===== src/rtl/ssp_rx_pkg.sv =====
// Shared types and limits for the SSP receive engine.
package ssp_rx_pkg;

    typedef enum logic {
        IDLE  = 1'b0,
        SHIFT = 1'b1
    } state_t;

    localparam int unsigned DATA_WIDTH_MIN  = 4;
    localparam int unsigned DATA_WIDTH_MAX  = 16;
    localparam int unsigned SYNC_STAGES_MIN = 2;
    localparam int unsigned OVR_CNT_W       = 8;

endpackage


===== src/rtl/ssp_sync_edge.sv =====
// Multi-flop synchroniser for one asynchronous bit, with an optional
// registered rising-edge pulse taken from the synchronised output.
module ssp_sync_edge
    import ssp_rx_pkg::*;
#(
    parameter int unsigned SYNC_STAGES = 2,
    parameter bit          EDGE_EN     = 1'b1
) (
    input  logic clk,
    input  logic rst,
    input  logic d,
    output logic q,
    output logic rise
);

    if (SYNC_STAGES < SYNC_STAGES_MIN) begin : g_bad_stages
        $error("ssp_sync_edge: SYNC_STAGES below minimum");
    end

    logic [SYNC_STAGES-1:0] sync_q;

    always_ff @(posedge clk or posedge rst) begin
        if (rst) begin
            sync_q <= '0;
        end else begin
            sync_q <= {sync_q[SYNC_STAGES-2:0], d};
        end
    end

    assign q = sync_q[SYNC_STAGES-1];

    if (EDGE_EN) begin : g_edge
        logic prev_q;

        // One-cycle pulse on a 0->1 transition of the synchronised level
        always_ff @(posedge clk or posedge rst) begin
            if (rst) begin
                prev_q <= 1'b0;
                rise   <= 1'b0;
            end else begin
                prev_q <= q;
                rise   <= q & ~prev_q;
            end
        end
    end else begin : g_no_edge
        assign rise = 1'b0;
    end

endmodule


===== src/rtl/ssp_rx_engine.sv =====
// SSP receive engine: oversamples SSPCLKIN/SSPFSSIN/SSPRXD in the PCLK domain,
// deserialises frames and writes whole words to the RX FIFO via a one-word
// pending buffer. Define SSP_RX_OVR_CNT_EN to add the rx_ovr_cnt counter port.
module ssp_rx_engine
    import ssp_rx_pkg::*;
#(
    parameter int unsigned DATA_WIDTH  = 8,
    parameter int unsigned SYNC_STAGES = 2,
    parameter int unsigned LSB_FIRST   = 0
) (
    input  logic                  PCLK,
    input  logic                  CLEAR,
    input  logic                  rx_en,
    input  logic                  SSPCLKIN,
    input  logic                  SSPFSSIN,
    input  logic                  SSPRXD,
    input  logic                  rx_fifo_full,
    input  logic                  ovr_clr,
    output logic [DATA_WIDTH-1:0] rx_data,
    output logic                  rx_wr,
    output logic                  rx_busy,
    output logic                  rx_overrun,
    output logic                  rx_ovr_sticky
`ifdef SSP_RX_OVR_CNT_EN
    ,
    output logic [OVR_CNT_W-1:0]  rx_ovr_cnt
`endif
);

    localparam int unsigned CNT_W = $clog2(DATA_WIDTH);
    localparam logic [CNT_W-1:0] LAST_BIT = CNT_W'(DATA_WIDTH - 1);

    if (DATA_WIDTH < DATA_WIDTH_MIN || DATA_WIDTH > DATA_WIDTH_MAX) begin : g_bad_width
        $error("ssp_rx_engine: DATA_WIDTH out of range");
    end

    logic srise;
    logic fss_s;
    logic rxd_s;
    logic unused_sclk_q;
    logic unused_fss_rise;
    logic unused_rxd_rise;

    ssp_sync_edge #(.SYNC_STAGES(SYNC_STAGES), .EDGE_EN(1'b1)) u_sclk_sync (
        .clk  (PCLK),
        .rst  (CLEAR),
        .d    (SSPCLKIN),
        .q    (unused_sclk_q),
        .rise (srise)
    );

    ssp_sync_edge #(.SYNC_STAGES(SYNC_STAGES), .EDGE_EN(1'b0)) u_fss_sync (
        .clk  (PCLK),
        .rst  (CLEAR),
        .d    (SSPFSSIN),
        .q    (fss_s),
        .rise (unused_fss_rise)
    );

    ssp_sync_edge #(.SYNC_STAGES(SYNC_STAGES), .EDGE_EN(1'b0)) u_rxd_sync (
        .clk  (PCLK),
        .rst  (CLEAR),
        .d    (SSPRXD),
        .q    (rxd_s),
        .rise (unused_rxd_rise)
    );

    state_t                state_q, state_d;
    logic [CNT_W-1:0]      bit_cnt_q, bit_cnt_d;
    logic [DATA_WIDTH-1:0] shreg_q, shreg_d;
    logic                  pend_q, pend_d;
    logic [DATA_WIDTH-1:0] pend_data_q, pend_data_d;
    logic [DATA_WIDTH-1:0] rx_data_d;
    logic                  rx_wr_d;
    logic                  rx_busy_d;
    logic                  rx_overrun_d;
    logic                  rx_ovr_sticky_d;
    logic                  word_done;
    logic                  drain;
    logic [DATA_WIDTH-1:0] shift_in;

    assign shift_in = (LSB_FIRST != 0) ? {rxd_s, shreg_q[DATA_WIDTH-1:1]}
                                       : {shreg_q[DATA_WIDTH-2:0], rxd_s};

    // Framing FSM, pending-buffer delivery and overrun flags
    always_comb begin
        state_d         = state_q;
        bit_cnt_d       = bit_cnt_q;
        shreg_d         = shreg_q;
        pend_d          = pend_q;
        pend_data_d     = pend_data_q;
        rx_data_d       = rx_data;
        rx_wr_d         = 1'b0;
        rx_overrun_d    = 1'b0;
        word_done       = 1'b0;
        drain           = pend_q & ~rx_fifo_full;

        case (state_q)
            IDLE: begin
                if (srise && fss_s && rx_en) begin
                    state_d   = SHIFT;
                    bit_cnt_d = '0;
                end
            end
            SHIFT: begin
                if (srise) begin
                    if (!rx_en) begin
                        state_d   = IDLE;
                        bit_cnt_d = '0;
                    end else begin
                        shreg_d = shift_in;
                        if (bit_cnt_q == LAST_BIT) begin
                            word_done = 1'b1;
                            bit_cnt_d = '0;
                            state_d   = fss_s ? SHIFT : IDLE;
                        end else begin
                            bit_cnt_d = bit_cnt_q + CNT_W'(1);
                        end
                    end
                end
            end
            default: state_d = IDLE;
        endcase

        if (drain) begin
            rx_wr_d   = 1'b1;
            rx_data_d = pend_data_q;
            pend_d    = 1'b0;
        end

        // A draining pending slot frees room for the new word in the same cycle
        if (word_done) begin
            if (drain) begin
                pend_d      = 1'b1;
                pend_data_d = shift_in;
            end else if (pend_q) begin
                rx_overrun_d = 1'b1;
            end else if (rx_fifo_full) begin
                pend_d      = 1'b1;
                pend_data_d = shift_in;
            end else begin
                rx_wr_d   = 1'b1;
                rx_data_d = shift_in;
            end
        end

        rx_ovr_sticky_d = (rx_ovr_sticky & ~ovr_clr) | rx_overrun_d;
        rx_busy_d       = (state_d == SHIFT);
    end

    always_ff @(posedge PCLK or posedge CLEAR) begin
        if (CLEAR) begin
            state_q       <= IDLE;
            bit_cnt_q     <= '0;
            shreg_q       <= '0;
            pend_q        <= 1'b0;
            pend_data_q   <= '0;
            rx_data       <= '0;
            rx_wr         <= 1'b0;
            rx_busy       <= 1'b0;
            rx_overrun    <= 1'b0;
            rx_ovr_sticky <= 1'b0;
        end else begin
            state_q       <= state_d;
            bit_cnt_q     <= bit_cnt_d;
            shreg_q       <= shreg_d;
            pend_q        <= pend_d;
            pend_data_q   <= pend_data_d;
            rx_data       <= rx_data_d;
            rx_wr         <= rx_wr_d;
            rx_busy       <= rx_busy_d;
            rx_overrun    <= rx_overrun_d;
            rx_ovr_sticky <= rx_ovr_sticky_d;
        end
    end

`ifdef SSP_RX_OVR_CNT_EN
    // Saturating overrun counter; clear beats a coincident increment
    always_ff @(posedge PCLK or posedge CLEAR) begin
        if (CLEAR) begin
            rx_ovr_cnt <= '0;
        end else if (ovr_clr) begin
            rx_ovr_cnt <= '0;
        end else if (rx_overrun_d && (rx_ovr_cnt != '1)) begin
            rx_ovr_cnt <= rx_ovr_cnt + OVR_CNT_W'(1);
        end
    end
`endif

endmodule


===== config.mk =====
export PLATFORM = sky130hd
export DESIGN_NAME = ssp_rx_engine
export DESIGN_NICKNAME = d
export VERILOG_FILES = /design/src/rtl/ssp_rx_pkg.sv /design/src/rtl/ssp_sync_edge.sv /design/src/rtl/ssp_rx_engine.sv
export SDC_FILE = /design/constraint.sdc
export NUM_CORES = 1
export LEC_CHECK = 0
export CAP_MARGIN = 20
export CORE_MARGIN = 2
export CORE_UTILIZATION = 61
export DETAILED_ROUTE_END_ITERATION = 16
export DONT_BUFFER_PORTS = 1
export PLACE_DENSITY_LB_ADDON = 0.12
export RECOVER_POWER = 50
export SLEW_MARGIN = 25
export SYNTH_ARGS = -nofsm -noshare
export SYNTH_HDL_FRONTEND = slang
export SYNTH_SLANG_ARGS = --single-unit

===== constraint.sdc =====
create_clock -name PCLK -period 2.5 [get_ports PCLK]
set_input_delay 0.375 -clock PCLK [delete_from_list [all_inputs] [get_ports PCLK]]
set_output_delay 0.375 -clock PCLK [all_outputs]
set_load 0.01 [all_outputs]

==> metrics.md, run 1 <==
| Metric | Value |
|---|---|
| Status | finished with violations |
| Failing checks | capacitance limit, slew limit |
| Worst Setup Start Kind | flip-flop |
| Area delta synth->final | 8.32% |
| Drt pass-1 iters | 4 |
| Post-DR wirelength/cell | between 15 and 20 um |
| Routed Antenna Nets | 0 |
| CP max FO | 8 |
| P_leak | between 0.9 and 1 nW |
| Cell taking the most area after synthesis | dfrtp_1 |
| Critical Path RT | approximately 2.7 ns |
| Initial core utilization | ~64% |
| PD cells | around 740 mW/mm2 |
| Core area | 0.00248 mm2 |
| # hold bufs at CTS | 0 |
| Final setup viols | 0 |
| Psw | about 0.27 mW |
| # fillers | 170 |
| Reg-to-reg endpoint | rx_data[0]$_DFF_PP0_ |
| Crit-path max cell delay | ~0.72 ns |
| Actual slew at the worst max-slew pin | slightly below 2 ns |
| RR Startpoint | bit_cnt_q[0]$_DFFE_PP0P_ |
| # IOs | 20 |
| Fmax | 0.490 GHz |
| Initial antenna violation count | 0 |
| Synthesis-stage register bit count | 39 |
| CTS Buffer Depth | 2 |
| Placement Cell Area | about 0.0016 mm2 |
| Root buffer cell | clkbuf_4 |
| Synth area leaders | dfrtp_1 (61%), mux2_2 (11%), mux2_4 (7.5%) |
| Die Height | 55.1 um |
| Final instance area | around 0.0017 mm2 |
| Most Frequent Cell on Critical Path | ha_1 |
| Period minus WS final | about 2.0 ns |
| Max Cap Violations | 1 |
| GRT overflow | 0 |
| Post-synthesis sequential area ratio | 61.2% |
| R2r setup slk | ~0.46 ns |
| Critical path origin | bit_cnt_q[0]$_DFFE_PP0P_ |
| Die width | ~55 um |
| CTS tree | built |
| Crit path max-delay cell type | or4_1 |
| Largest net degree at the start of global routing | 40 |
| Worst-path clk slew | ~0.11 ns |
| Critical path depth | 5 |
| Max transition margin | -32.6% |
| Fin. max-slew vios | 40 |
| Row count | 18 |
| Peak VDD IR | 0.675 mV |
| Cells resized by post-CTS repair | 0 |
| Register share of total power | 55.0% |
| Buffers on Ports | 0 |
| Routed via count divided by cell count | approximately 5.7 |
| Drc violations | 0 |
| Cell internal pwr | roughly 1.0 mW |
| Post-CTS setup buffers | 0 |
| Drt total wl | around 2400 um |
| Clk network pwr share | 40.4% |
| Reg2reg path depth | 5 |
| First-pass GRT wire length | roughly 3900 um |
| Crit path buf inv count | 0 |
| Final Hold Vio Count | 0 |
| Avg Cell Area, Syn | roughly 14 um2 |
| Fraction of layout cells with a size suffix above 1 | 29.0% |
| Clock sinks | 39 |
| Tot Pwr | ~1.3 mW |
| YS warnings | 0 |
| GRT Resource Usage Total | between 10% and 20% |
| Combinational share of power | approximately 4.6% |
| CP delay by family, top | simple AND/OR/NAND/NOR gates |
| Worst-Skew Late Latency | 0.35 ns |
| Post-Syn Instances | 117 |
| Gpl congestion | roughly 0.73 |
| Synth top area share | 61.2% |
| TNS Setup | 0 ns |
| Via count | about 900 |
| Vias in the first global route | 860 |
| Die area | about 0.003 mm2 |
| Kind of critical path | flip-flop to flip-flop |
| Total CTS buffers | 5 |
| Detailed Route Iter0 Violations | 9 |
| Diode count | 0 |
| Worst EP arrival | about 2.3 ns |
| Htree depth | 2 |
| Synthesized net count | 130 |
| Unrepaired setup endpoints after global routing | no |
| Switch share | a little over a fifth |
| Crit path to | rx_data[0]$_DFF_PP0_ |
| Period utilization | just over 80% |
| Fin nets | approximately 140 |
| Critical path, cell by cell | ha_1, ha_1, nand4_1, or4_1, mux2_4 |
| Hpwl dp | roughly 1600 um |
| Worst Skew | roughly 0.012 ns |
| Worst Hold Class | primary input to flip-flop |
| Yosys cell types | 23 |
| Synth Cell Area | between 0.0015 and 0.002 mm2 |
| CP Capture Type | flip-flop |
-- Yosys cell counts (all sizes together) --
master   instances
mux2            24
a32o             1
nand4            1
and3             3
nor2b            1
a31o             1
nand4b           1
nand3            1
dfrtp           39
a22o             2
nand2           23
buf              3
inv              5
or4              1
clkbuf           1
o21ai            2
o2bb2ai          1
a21o             2
ha               5
-- power groups by stage --
| stage | Combinational, mW | Clock, mW | Sequential (mW) |
|---|---|---|---|
| 2_1_floorplan | 0.0486 | 0 | 0.704 |
| 3_3_place_gp | 0.0579 | 0 | 0.711 |
| 3_5_place_dp | 0.0615 | 0 | 0.713 |
| 4_1_cts | 0.0621 | 0.528 | 0.700 |
| 5_1_grt | 0.0706 | 0.553 | 0.706 |
| 6_report | 0.0586 | 0.515 | 0.700 |
-- state kept, by name (all words and copies together) (netlist names) --
name,cells
u_fss_sync.sync_q,2
u_rxd_sync.sync_q,2
pend_data_q,8
bit_cnt_q,3
u_sclk_sync.g_edge.prev_q,1
rx_ovr_sticky,1
rx_overrun,1
rx_wr,1
shreg_q,7
rx_data,8
u_sclk_sync.rise,1
pend_q,1
state_q,1
u_sclk_sync.sync_q,2
-- how the worst min path moves through the flow --
stage	startpoint	endpoint	slack (ns)	cells after the start
floorplan	u_fss_sync.sync_q[0]$_DFF_PP0_	u_fss_sync.sync_q[1]$_DFF_PP0_	0.33	0
global placement	u_sclk_sync.sync_q[0]$_DFF_PP0_	u_sclk_sync.sync_q[1]$_DFF_PP0_	0.33	0
detailed placement	u_fss_sync.sync_q[0]$_DFF_PP0_	u_fss_sync.sync_q[1]$_DFF_PP0_	0.33	0
CTS	CLEAR	rx_data[1]$_DFF_PP0_	0.02	2
global route	SSPRXD	u_rxd_sync.sync_q[0]$_DFF_PP0_	0.01	0
finish	SSPRXD	u_rxd_sync.sync_q[0]$_DFF_PP0_	0.05	0
-- layer usage --
layer | GRT usage (%) | share of wire, %
met5 | 0 | 0
met4 | 12.6 | 2.4
met3 | 6.18 | 4.8
met2 | 28.6 | 48
met1 | 25.1 | 45
-- logic make-up after synthesis --
group	count (synthesis)	share of synthesized area [%]
and+or+nand+nor	31	8.79
buffers and inverters	9	2.75
DFF	39	61.2
muxes	24	18.8
AOI/OAI and AO/OA	9	4.47
adders and majority gates	5	3.92
-- stage by stage --
step | setup slack [ns] | cells | utilization (%) | hold slack (ns)
CTS | 0.451 | 154 | 69.8 | 0.0152
global route | 0.256 | 154 | 69.7 | 0.0132
detailed placement | 0.459 | 146 | 65.8 | 0.335
finish | 0.460 | 154 | 69.7 | 0.0466
global placement | 0.526 | 146 | 65.8 | 0.334
floorplan | 0.643 | 117 | - | 0.331
-- final cells by class --
class,count,area [um2],area share (%)
Sequential cell,39,976,56.5
Multi-Input combinational cell,69,574,33.3
Clock inverter,2,60.1,3.48
Clock buffer,6,41.3,2.39
Tap cell,30,37.5,2.17
Timing Repair Buffer,3,18.8,1.09
Inverter,5,18.8,1.09
-- worst register-to-register path, cell delays in order, from the launching register on --
cell and delay, ns:
dfrtp_1 0.38, ha_1 0.16, ha_1 0.15, nand4_1 0.13, or4_1 0.72, mux2_4 0.40
-- layout by cell type (no fill, tap or decap), types with 2 or more instances in the layout --
master     synthesis  routed
and3_1             2       2
nand2_1           23      23
buf_4              0       2
mux2_4             8       8
clkbuf_1           1       2
mux2_2            16      16
inv_1              5       5
dfrtp_1           39      39
a22o_1             2       2
o21ai_0            2       2
ha_1               5       5
clkbuf_4           0       5
bufinv_16          0       2
Power figures use the tool's default switching activity.
==> inputs of run 2 (changes only) <==
==> constraint.sdc (replaced) <==
create_clock -name PCLK -period 1.9 [get_ports PCLK]
set_input_delay 0.285 -clock PCLK [delete_from_list [all_inputs] [get_ports PCLK]]
set_output_delay 0.285 -clock PCLK [all_outputs]
set_load 0.01 [all_outputs]
==> metrics.md, run 2 (synthesized netlist as in run 1, its figures left out) <==
| Metric | Value |
|---|---|
| Worst hold path stage count | 2 (+2) |
| FF+latch area | 976 um2 (unchanged) |
| CP Capture Type | flip-flop |
| # IOs | 20 (unchanged) |
| Fin cells | 162 (+5.2%) |
| Gpl congestion | 0.757 (+4.0%) |
| Most frequent cells in the layout | dfrtp_1 (39), nand2_1 (23), mux2_2 (16) |
| Clock sinks | 39 (unchanged) |
| Final Hold Vio Count | 0 (unchanged) |
| Routed via count divided by cell count | 5.64 (-1.4%) |
| CP max FO | 8 (unchanged) |
| Actual slew at the worst max-slew pin | 0.907 ns (-1.08 ns) |
| Kind of critical path | flip-flop to flip-flop |
| Die width | 55.1 um (unchanged) |
| Initial core utilization | 64.3% (unchanged) |
| Status | finished clean |
| GRT overflow | 0 (unchanged) |
| PD cells | 812 mW/mm2 (+10%) |
| Die area | 0.00304 mm2 (unchanged) |
| Total CTS buffers | 5 (unchanged) |
| Critical path, cell by cell | ha_2, ha_4, nand4_1, or4_1, buf_6, mux2_4 |
| Inst Count DP | 150 (+2.7%) |
| Drc violations | 0 (unchanged) |
| Worst-path clk slew | 0.11 ns (about the same) |
| Diode count | 0 (unchanged) |
| Fin nets | 145 (+6.6%) |
| Final worst slack | 0.0181 ns (-0.442 ns) |
| Reg-to-reg endpoint | rx_data[0]$_DFF_PP0_ |
| Die Height | 55.1 um (unchanged) |
| Vias in the first global route | 888 (+3.3%) |
| R2r setup slk | 0.02 ns (-0.44 ns) |
| Period utilization | 99.0% (+17 points) |
| Hold Startpoint | ovr_clr |
| Post-DR wirelength/cell | 15.3 um (-2.5%) |
| GRT Resource Usage Total | 19.5% (about the same) |
| Pre-CTS WS | 0.0375 ns (-0.421 ns) |
| Multi-input gate area | 589 um2 (+2.6%) |
| Fin. max-slew vios | 0 (-100%) |
| Peak VDD IR | 0.768 mV (+14%) |
| Detailed Route Iter0 Violations | 6 (-3) |
| First-pass GRT wire length | 3970 um (+1.6%) |
| Critical Path RT | 2.12 ns (-0.62 ns) |
| Initial antenna violation count | 0 (unchanged) |
| Root buffer cell | clkbuf_4 |
| Htree depth | 2 (unchanged) |
| Hold Path Sink | rx_ovr_sticky$_DFF_PP0_ |
| Drt pass-1 iters | 4 (unchanged) |
| Largest net degree at the start of global routing | 40 (unchanged) |
| Row count | 18 (unchanged) |
| Fmax | 0.531 GHz (+8.4%) |
| Max transition margin | 39.5% (+72 points) |
| # fillers | 170 (unchanged) |
| Period minus WS final | 1.88 ns (-0.158 ns) |
| Hpwl dp | 1660 um (+6.0%) |
| Reg2reg path depth | 6 (+1) |
| RR Startpoint | bit_cnt_q[0]$_DFFE_PP0P_ |
| Worst Hold Class | primary input to flip-flop |
| Buffers on Ports | 0 (unchanged) |
| Core area | 0.00248 mm2 (unchanged) |
| Unrepaired setup endpoints after global routing | yes |
| Most common cell after layout, fill and taps aside | dfrtp_1 |
| P_leak | 0.952 nW (+2.4%) |
| Crit-path max cell delay | 0.44 ns (-0.28 ns) |
| Max Cap Violations | 0 (-1) |
| Worst EP arrival | 2.11 ns (-0.17 ns) |
| Crit path max-delay cell type | or4_1 |
| Regs by FF count | pend_data_q: 8 flops, rx_data: 8 flops, shreg_q: 7 flops |
| Worst Setup Start Kind | flip-flop |
| Fraction of layout cells with a size suffix above 1 | 33.3% (+4.3 points) |
| CTS tree | built |
| Worst-Skew Late Latency | 0.34 ns (about the same) |
| Final setup viols | 0 (unchanged) |
| Worst Skew | 0.0137 ns (+0.00161 ns) |
| Via count | 913 (+3.8%) |
| CTS Buffer Depth | 2 (unchanged) |
| Area delta synth->final | 11.6% |
| Drt total wl | 2480 um (+2.6%) |
| Routed Antenna Nets | 0 (unchanged) |
run 2: worst max path at each step:
stage | cells past startpoint | startpoint | to | slack [ns]
global placement | 6 | bit_cnt_q[0]$_DFFE_PP0P_ | rx_data[2]$_DFF_PP0_ | 0.11
global route | 6 | bit_cnt_q[0]$_DFFE_PP0P_ | rx_data[0]$_DFF_PP0_ | -0.02
detailed placement | 6 | bit_cnt_q[0]$_DFFE_PP0P_ | rx_data[2]$_DFF_PP0_ | 0.04
floorplan | 5 | pend_q$_DFF_PP0_ | rx_data[0]$_DFF_PP0_ | 0.07
CTS | 6 | bit_cnt_q[0]$_DFFE_PP0P_ | rx_data[0]$_DFF_PP0_ | 0.01
finish | 6 | bit_cnt_q[0]$_DFFE_PP0P_ | rx_data[0]$_DFF_PP0_ | 0.02
run 2: metal layers:
| layer | GRT usage [%] | wire length [um] |
|---|---|---|
| met1 | 23.3 | 1110 |
| met2 | 30.4 | 1190 |
| met3 | 9.68 | 139 |
| met4 | 7.72 | 40 |
| met5 | 0 | 0 |
run 2: critical path: cells and delay by family (launching register included):
family / cells / cell delay (ns)
adders and majority gates: 2 / 0.34
buffers and inverters: 1 / 0.18
DFF: 1 / 0.39
muxes: 1 / 0.30
and+or+nand+nor: 2 / 0.57
run 2: cell type report:
type / count / share of cell area (%)
Clock buffer: 6 / 2.88
Clock inverter: 1 / 0.281
Inverter: 5 / 1.05
Multi-Input combinational cell: 69 / 33.1
Sequential cell: 39 / 54.9
Tap cell: 30 / 2.11
Timing Repair Buffer: 12 / 5.70
run 2: per-stage QoR:
stage          setup TNS, ns  hold WS [ns]  instance area [um2]  total power, mW  util, %
2_1_floorplan              0         0.316                 1590            0.991        -
3_3_place_gp               0         0.311                 1660             1.02     67.0
3_5_place_dp               0         0.316                 1660             1.03     67.0
4_1_cts                    0        0.0927                 1760             1.45     70.9
5_1_grt              -0.0685        0.0866                 1780             1.52     71.8
6_report                   0         0.111                 1780             1.44     71.8
run 2: timing repair:
action	CTS	global route
buffers inserted	0	1
setup endpoints to repair	0	8
hold endpoints to repair	42	0
hold buffers	4	0
resized for setup	0	4
run 2: power by group:
group / total [mW] / leakage (nW) / internal (mW) / switching [mW]
sequential: 0.916 / 0.522 / 0.878 / 0.0387
combinational: 0.106 / 0.396 / 0.0524 / 0.0533
clock: 0.422 / 0.0341 / 0.172 / 0.250
==> inputs of run 3 (changes only) <==
--- a/config.mk
+++ b/config.mk
@@ -6,7 +6,7 @@
 export NUM_CORES = 1
 export LEC_CHECK = 0
 export CAP_MARGIN = 20
-export CORE_MARGIN = 2
+export CORE_MARGIN = 4
 export CORE_UTILIZATION = 61
 export DETAILED_ROUTE_END_ITERATION = 16
 export DONT_BUFFER_PORTS = 1
@@ -15,4 +15,5 @@
 export SLEW_MARGIN = 25
 export SYNTH_ARGS = -nofsm -noshare
 export SYNTH_HDL_FRONTEND = slang
+export SYNTH_HIERARCHICAL = 1
 export SYNTH_SLANG_ARGS = --single-unit
==> metrics.md, run 3 <==
| Metric | Value |
|---|---|
| TNS Setup | -0.122 ns (-0.122 ns) |
| Fin. max-slew vios | 0 (unchanged) |
| Synth Cell Area | 0.00161 mm2 (+1.0%) |
| GRT Resource Usage Total | 17.2% (-2.3 points) |
| Die Height | 59.4 um (+7.7%) |
| Avg Cell Area, Syn | 13.4 um2 (-1.5%) |
| Peak VDD IR | 0.795 mV (+3.5%) |
| CP delay by family, top | simple AND/OR/NAND/NOR gates |
| Crit path max-delay cell type | or4_4 |
| Failing checks | setup timing |
| FF+latch area | 976 um2 (unchanged) |
| Gpl congestion | 0.768 (+1.5%) |
| Worst Hold Class | primary input to flip-flop |
| Drc violations | 0 (unchanged) |
| Clk network pwr share | 27.3% (-1.9 points) |
| Largest net degree at the start of global routing | 32 (-20%) |
| Initial antenna violation count | 0 (unchanged) |
| Area delta synth->final | 11.9% |
| Kind of critical path | flip-flop to flip-flop |
| Fmax | 0.521 GHz (-2.0%) |
| Initial core utilization | 64.4% (+0.071 points) |
| Vias in the first global route | 964 (+8.6%) |
| Multi-input gate area | 591 um2 (+0.21%) |
| Post-DR wirelength/cell | 15.1 um (-1.1%) |
| Pre-CTS WS | 0.0367 ns (-0.000881 ns) |
| PD cells | 772 mW/mm2 (-4.9%) |
| Status | finished with violations |
| Regs by FF count | pend_data_q: 8 flops, rx_data: 8 flops, shreg_q: 7 flops |
| Actual slew at the worst max-slew pin | 0.740 ns (-0.167 ns) |
| Drt total wl | 2530 um (+2.0%) |
| Final Hold Vio Count | 0 (unchanged) |
| Row count | 18 (unchanged) |
| Core area | 0.00250 mm2 (+0.91%) |
| CP max FO | 8 (unchanged) |
| Synthesized net count | 133 (+2.3%) |
| GRT overflow | 0 (unchanged) |
| Htree depth | 2 (unchanged) |
| # fillers | 170 (unchanged) |
| Final worst slack | -0.0199 ns (-0.0380 ns) |
| YS warnings | 6 (+6) |
| Diode count | 0 (unchanged) |
| Worst Skew | 0.0109 ns (-0.00289 ns) |
| Crit-path max cell delay | 0.47 ns (+0.03 ns) |
| CP Capture Type | flip-flop |
| Routed Antenna Nets | 0 (unchanged) |
| Worst-path clk slew | 0.10 ns (about the same) |
| Fraction of layout cells with a size suffix above 1 | 33.6% (+0.24 points) |
| Tot Pwr | 1.39 mW (-3.7%) |
| RR Startpoint | bit_cnt_q[0]$_DFFE_PP0P_ |
| Die area | 0.00353 mm2 (+16%) |
| Clock sinks | 39 (unchanged) |
| Worst EP arrival | 2.14 ns (+0.03 ns) |
| Buffers on Ports | 0 (unchanged) |
| Unrepaired setup endpoints after global routing | yes |
| Fin nets | 149 (+2.8%) |
| Critical path, cell by cell | ha_2, ha_4, nand4_1, or4_4, buf_12, mux2_4 |
| Most common cell after layout, fill and taps aside | dfrtp_1 |
| Post-Syn Instances | 120 (+2.6%) |
| Critical path origin | bit_cnt_q[0]$_DFFE_PP0P_ |
| Final setup viols | 8 (+8) |
| Max transition margin | 50.6% (+11 points) |
| Via count | 911 (-0.22%) |
| Period utilization | 101% (+2.0 points) |
| Cell internal pwr | 1.06 mW (-3.5%) |
| Total CTS buffers | 5 (unchanged) |
| First-pass GRT wire length | 4310 um (+8.7%) |
| Most frequent cells in the layout | dfrtp_1 (39), nand2_1 (23), mux2_2 (16) |
| Worst-Skew Late Latency | 0.33 ns (about the same) |
| # IOs | 20 (unchanged) |
| CTS tree | built |
| Worst hold margin | 0.105 ns (-0.00586 ns) |
| Hpwl dp | 1740 um (+4.9%) |
| Routed via count divided by cell count | 5.46 (-3.2%) |
| P_leak | 0.984 nW (+3.3%) |
| Combinational share of power | 6.3% (-1.0 points) |
| Switch share | 23.5% (-0.22 points) |
| Register share of total power | 66.4% (+2.9 points) |
| Period minus WS final | 1.92 ns (+0.0380 ns) |
| Psw | 0.327 mW (-4.6%) |
| Crit path buf inv count | 1 (unchanged) |
| Hold Startpoint | ovr_clr |
| CTS Buffer Depth | 2 (unchanged) |
| Drt pass-1 iters | 4 (unchanged) |
| Die width | 59.4 um (+7.7%) |
| Root buffer cell | clkbuf_4 |
| Critical Path RT | 2.12 ns (about the same) |
| Max Cap Violations | 0 (unchanged) |
| Worst Setup Start Kind | flip-flop |
| Detailed Route Iter0 Violations | 33 (+27) |
-- run 3: what timing repair did --
item,CTS,global route
hold buffers,4,0
resized for setup,0,7
setup buffers,0,3
endpoints found under the hold margin,42,0
setup endpoints to repair,0,8
-- run 3: path summary, 6_finish.rpt --
| kind | cells after the start | slack, ns | endpoint |
|---|---|---|---|
| min in group asynchronous | 2 | 0.30 | u_fss_sync/sync_q[1]$_DFF_PP0_ |
| worst max-delay path | 6 | -0.02 | rx_data[1]$_DFF_PP0_ |
| worst max register to register | 6 | -0.02 | rx_data[1]$_DFF_PP0_ |
| max in group asynchronous | 3 | 0.77 | pend_data_q[1]$_DFFE_PP0P_ |
| worst min register to register | 0 | 0.36 | u_rxd_sync/sync_q[1]$_DFF_PP0_ |
| worst min-delay path | 2 | 0.11 | rx_ovr_sticky$_DFF_PP0_ |
-- run 3: layer usage --
metal | vias up | part of all wire, % | global-route usage, %
met1 | 445 | 44 | 21.4
met5 | - | 0 | 0
met2 | 26 | 48 | 26.5
li1 | 436 | - | -
met3 | 4 | 6.9 | 8.06
met4 | 0 | 1.2 | 5.83
-- run 3: worst register-to-register path, stage by stage, from the launching register on --
cell and delay (ns):
dfrtp_1 0.40, ha_2 0.21, ha_4 0.13, nand4_1 0.15
or4_4 0.47, buf_12 0.16, mux2_4 0.29
-- run 3: per-stage QoR --
stage	instance area, um2	instances	util [%]
finish	1800	167	72.1
global placement	1670	152	66.6
detailed placement	1670	152	66.6
floorplan	1610	120	-
global route	1800	167	72.1
CTS	1760	164	70.2
-- run 3: area by class of cell --
type | instances | share of cell area, %
clock buffer | 7 | 2.50
clock inverter | 1 | 0.278
inverter | 8 | 1.67
multi-input combinational | 69 | 32.8
sequential | 39 | 54.2
tap | 30 | 2.08
timing repair buffer | 13 | 6.53
-- run 3: power by group through the flow --
stage               Clock, mW  Combinational [mW]  Sequential (mW)
floorplan                   0              0.0639            0.927
global placement            0              0.0768            0.935
detailed placement          0              0.0817            0.939
CTS                     0.405              0.0891            0.922
global route            0.444               0.104            0.931
finish                  0.379              0.0882            0.922
